File: config.mk
export PLATFORM = sky130hd
export DESIGN_NAME = mips_byte_mem_responder
export DESIGN_NICKNAME = d
export VERILOG_FILES = /design/src/rtl/mips_byte_mem_responder.sv
export SDC_FILE = /design/constraint.sdc
export NUM_CORES = 2
export LEC_CHECK = 0
export ABC_AREA = 1
export CAP_MARGIN = 40
export CORE_MARGIN = 2
export CORE_UTILIZATION = 36
export DETAILED_ROUTE_END_ITERATION = 10
export PLACE_DENSITY_LB_ADDON = 0.25
export SKIP_CTS_REPAIR_TIMING = 1
export SLEW_MARGIN = 15
export SYNTH_ARGS = -nofsm -noshare
export SYNTH_HDL_FRONTEND = slang
export SYNTH_SLANG_ARGS = --single-unit
File: constraint.sdc
create_clock -name clk -period 9.4 [get_ports clk]
set_input_delay 0.94 -clock clk [delete_from_list [all_inputs] [get_ports clk]]
set_output_delay 0.94 -clock clk [all_outputs]
set_load 0.05 [all_outputs]
File: src/rtl/mips_byte_mem_responder.sv
// Byte-wide memory target for the multicycle MIPS core: valid/ready request,
// WAIT wait states, then a one-cycle response carrying read data or write completion.
module mips_byte_mem_responder #(
  parameter int ADDR_W = 8,
  parameter int DATA_W = 8,
  parameter int DEPTH  = 256,
  parameter int WAIT   = 2
) (
  input  logic              clk,
  input  logic              reset,
  input  logic              req_valid_i,
  input  logic              req_write_i,
  input  logic [ADDR_W-1:0] req_addr_i,
  input  logic [DATA_W-1:0] req_wdata_i,
  output logic              req_ready_o,
  output logic              rsp_valid_o,
  output logic [DATA_W-1:0] rsp_rdata_o,
  output logic              busy_o
);

  localparam int IDX_W = (DEPTH > 1) ? $clog2(DEPTH) : 1;
  localparam logic [3:0] WAIT_M1 = 4'((WAIT > 0) ? (WAIT - 1) : 0);

  typedef enum logic [1:0] {
    IDLE    = 2'd0,
    WAITING = 2'd1,
    RESP    = 2'd2
  } state_e;

  state_e             state_q, state_d;
  logic [3:0]         cnt_q, cnt_d;
  logic               wr_q;
  logic [IDX_W-1:0]   addr_q;
  logic [DATA_W-1:0]  wdata_q;
  logic [DATA_W-1:0]  rdata_q;
  logic               valid_q;
  logic               ready_q;
  logic               busy_q;
  logic               accept_s;
  logic               rsp_wr_s;
  logic [IDX_W-1:0]   rsp_idx_s;
  logic [IDX_W-1:0]   req_idx_s;
  logic               unused_addr_s;
  logic [DATA_W-1:0]  mem [DEPTH];

  assign req_idx_s     = req_addr_i[IDX_W-1:0];
  assign unused_addr_s = ^req_addr_i;

  // With WAIT=0 the response is entered straight from IDLE, before the
  // request fields land in their capture registers, so read them live.
  assign rsp_wr_s  = (state_q == IDLE) ? req_write_i : wr_q;
  assign rsp_idx_s = (state_q == IDLE) ? req_idx_s   : addr_q;

  // Next-state logic for the request/wait/response sequence.
  always_comb begin
    state_d  = state_q;
    cnt_d    = cnt_q;
    accept_s = 1'b0;
    case (state_q)
      IDLE: begin
        if (req_valid_i) begin
          accept_s = 1'b1;
          if (WAIT > 0) begin
            state_d = WAITING;
            cnt_d   = WAIT_M1;
          end else begin
            state_d = RESP;
          end
        end else begin
          state_d = IDLE;
        end
      end
      WAITING: begin
        if (cnt_q == 4'd0) begin
          state_d = RESP;
        end else begin
          cnt_d = cnt_q - 4'd1;
        end
      end
      RESP:    state_d = IDLE;
      default: state_d = IDLE;
    endcase
  end

  // State, captured request and registered outputs.
  always_ff @(posedge clk) begin
    if (reset) begin
      state_q <= IDLE;
      cnt_q   <= 4'd0;
      wr_q    <= 1'b0;
      addr_q  <= '0;
      wdata_q <= '0;
      rdata_q <= '0;
      valid_q <= 1'b0;
      ready_q <= 1'b1;
      busy_q  <= 1'b0;
    end else begin
      state_q <= state_d;
      cnt_q   <= cnt_d;
      if (accept_s) begin
        wr_q    <= req_write_i;
        addr_q  <= req_idx_s;
        wdata_q <= req_wdata_i;
      end
      ready_q <= (state_d == IDLE);
      busy_q  <= (state_d != IDLE);
      valid_q <= (state_d == RESP);
      if ((state_d == RESP) && !rsp_wr_s) begin
        rdata_q <= mem[rsp_idx_s];
      end
    end
  end

  // Storage is never cleared; a write commits at the end of its response cycle.
  always_ff @(posedge clk) begin
    if (!reset && (state_q == RESP) && wr_q) begin
      mem[addr_q] <= wdata_q;
    end
  end

  assign req_ready_o = ready_q;
  assign busy_o      = busy_q;
  assign rsp_rdata_o = rdata_q;
  // A reset landing in the response cycle aborts the response as well.
  assign rsp_valid_o = valid_q & ~reset;

endmodule

==> flow_summary.yaml <==
routing:
  wl_per_cell_um: 21.4
  drt_iter0_drc: 6200
  ant_nets: 0
  num_vias: 60000
  firstDrtPassIters: 6
  drt-total-wl_um: 257000
  viasPerCell: 4.98
  drc: 0
setup_path:
  slowest_stage: "nand2_8"
  crit_arrival_ns: 5.88
  critPathCaptureType: "register"
  required_ns: 10.15
  max_stage_delay_ns: 0.71
  critPathLaunchType: "register"
  cpMostUsedCell: "nand3_1"
  path_cells: "nor2_4, nand2_2, nand2_8, buf_12, nand2_1, nand3_1, nand3_1, nand3_1, nand3_1, nand3_1, nand3_1, nand3_1, nand3_1, nand2_1, inv_1"
  path_max_fanout: 170
  crit_type: "register to register"
placed_design:
  hpwl_um: 146000
  gp_congestion: 0.882
  dpl_cell_area_mm2: 0.0937
  port_buffers: 30
power:
  p_leak_nw: 40.0
  p_per_area_mw_per_mm2: 218
  ir_worst_vdd_mv: 0.194
run:
  cap_violations: 0
global_route:
  grt_util_all_layers_pct: 20.2
  grt_max_degree: 179
  grt_pass1_vias: 57700
  grt-ovfl-total: 0
  grt_pass1_wl_um: 382000
  antenna_found_initial: 6
worst_hold_path:
  min_path_type: "register to register"
timing:
  period_minus_slack_ns: 5.13
  max_slew.worst_pin.slew_ns: 1.09
  maxSlewViolCount: 0
  fin_crit_sh_pct: 54.5
  fmax_mhz: 195
  slew_headroom_pct: 27.2
  setup_viol: 0
  fin_skew_ns: 0.0253
  fin_tns_setup_ns: 0
  fin_hold_ws_ns: 0.512
  rsz0062_at_grt: "no"
  hold_violations: 0
cts:
  numCtsBuffers: 210
  htreeDepth: 4
  clockRootBuffer: "clkbuf_16"
  cts_sinks: 2082
  clock_latency_ns: 0.85
  clk_pin_slew_ns: 0.06
  clk_path_buf_depth: 3
  cts_tree: "built"
synth:
  ys_seq_area_share_pct: 69.3
  synth_top_area_cell: "edfxtp_1"
  syn-num-nets: 8662
  synth_top_area_share_pct: 68.5
  synthArstFlopShare_pct: 0
  synth-edff-count: 2048
  yosysMostFrequentCell: "nand2_1"
  yosys-top-cells-count: "nand2_1 (2567), edfxtp_1 (2048), nand3_1 (1603)"
  synth_area_per_cell_um2: 10.4
  syn_area_mm2: 0.0898
  yosysWarnings: 0
  ys_seq_elements: 2082
  ys.flop_type: "edfxtp_1"
  synth.top_cells.by_area: "edfxtp_1 (69%), nand2_1 (11%), nand3_1 (8.9%), inv_1 (5.4%), buf_2 (1.4%)"
  synthDistinctLibCells: 29
  synth_cells: 8641
cells_and_area:
  stdcell_area_mm2: 0.101
  syn_to_final_growth_pct: 12.1
  final_util_pct: 40.6
  drive_gt1_share_pct: 5.43
  final_nets: 8572
floorplan:
  die-width_um: 503
  io-pin-count: 31
  rows: 183
  core_area_mm2: 0.248
  start_util_pct: 36.2
  dieArea_mm2: 0.253
  die_y_um: 503
run_status:
  status: "finished, final reports clean"
==> logic make-up (layout without fill, tap and decap cells) <==
| logic type | count (synthesis) | count (layout) | share of synthesized area, % |
|---|---|---|---|
| buf+inv | 1791 | 1874 | 8.04 |
| simple gates | 4487 | 4487 | 21.1 |
| flops | 2082 | 2082 | 69.3 |
| other cells | 0 | 1 | 0 |
| compound gates | 280 | 280 | 1.62 |
| fa+ha+maj | 1 | 1 | 0.0139 |
==> per-layer routing <==
layer  global-route usage (%)  wire length (um)
met1                     27.6            111000
met2                     32.9            121000
met3                     3.16             17600
met4                     6.48              8300
met5                        0                 0
==> worst paths after layout <==
| kind | start | slack [ns] | depth (start not counted) | end |
|---|---|---|---|---|
| setup / recovery | state_q[1] | 4.27 | 15 | rsp_rdata_o[4] |
| hold / removal | cnt_q[1] | 0.51 | 2 | cnt_q[1] |
| hold reg to reg | cnt_q[1] | 0.51 | 2 | cnt_q[1] |
| setup reg to reg | state_q[1] | 4.27 | 15 | rsp_rdata_o[4] |
==> through the flow <==
| step | power [mW] | setup slack (ns) | instances |
|---|---|---|---|
| after floorplan | 12.7 | 5.15 | 8641 |
| after global placement | 13.8 | 4.00 | 11600 |
| after detailed placement | 13.9 | 4.00 | 11700 |
| after CTS | 22.1 | 4.42 | 12000 |
| after global routing | 22.7 | 4.09 | 12100 |
| final | 22.0 | 4.27 | 12100 |
==> layout make-up <==
| class | instances | area [um^2] |
|---|---|---|
| Timing Repair Buffer | 187 | 2240 |
| Antenna cell | 1 | 2.50 |
| Tap cell | 3330 | 4170 |
| Clock buffer | 268 | 5610 |
| Inverter | 1302 | 4900 |
| Fill cell | 23900 | 148000 |
| Clock inverter | 117 | 1030 |
| Multi-Input combinational cell | 4768 | 20500 |
| Sequential cell | 2082 | 62200 |
==> placed cells by master (no fill, tap or decap), types with 4 or more instances in the layout <==
| cell | n |
|---|---|
| nand2_1 | 2551 |
| edfxtp_1 | 2048 |
| nand3_1 | 1603 |
| inv_1 | 1297 |
| nor2_1 | 295 |
| o21ai_0 | 249 |
| clkbuf_16 | 215 |
| buf_4 | 105 |
| clkinv_1 | 64 |
| clkbuf_1 | 50 |
| clkdlybuf4s50_1 | 30 |
| dfxtp_1 | 26 |
| clkinv_2 | 23 |
| buf_16 | 22 |
| buf_12 | 21 |
| nand2_2 | 17 |
| bufinv_16 | 17 |
| nor3_1 | 8 |
| o21a_1 | 8 |
| dfxtp_4 | 8 |
| o21ai_4 | 6 |
| a211oi_1 | 6 |
| a21oi_1 | 6 |
| buf_8 | 6 |
| nand2_4 | 4 |
| clkinv_8 | 4 |
| inv_6 | 4 |
==> critical path: cells and delay by family (launching register included) <==
family                 cells  cell delay (ns)
AND/OR/NAND/NOR           13             3.66
buffers and inverters      2             0.60
flip-flops                 1             0.36
==> sequential cells by signal (all words and copies together) (netlist names) <==
register,flops
busy_o,1
wr_q,1
mem,2048
rsp_rdata_o,8
valid_q,1
cnt_q,4
addr_q,8
wdata_q,8
req_ready_o,1
state_q,2
==> report_power, final <==
group	switching, mW	leakage, nW	internal, mW
Clock	3.54	3.23	4.66
Sequential	0.0762	19.1	10.4
Combinational	2.50	17.7	0.823
Total	6.12	40.0	15.8
Power figures use the tool's default switching activity.
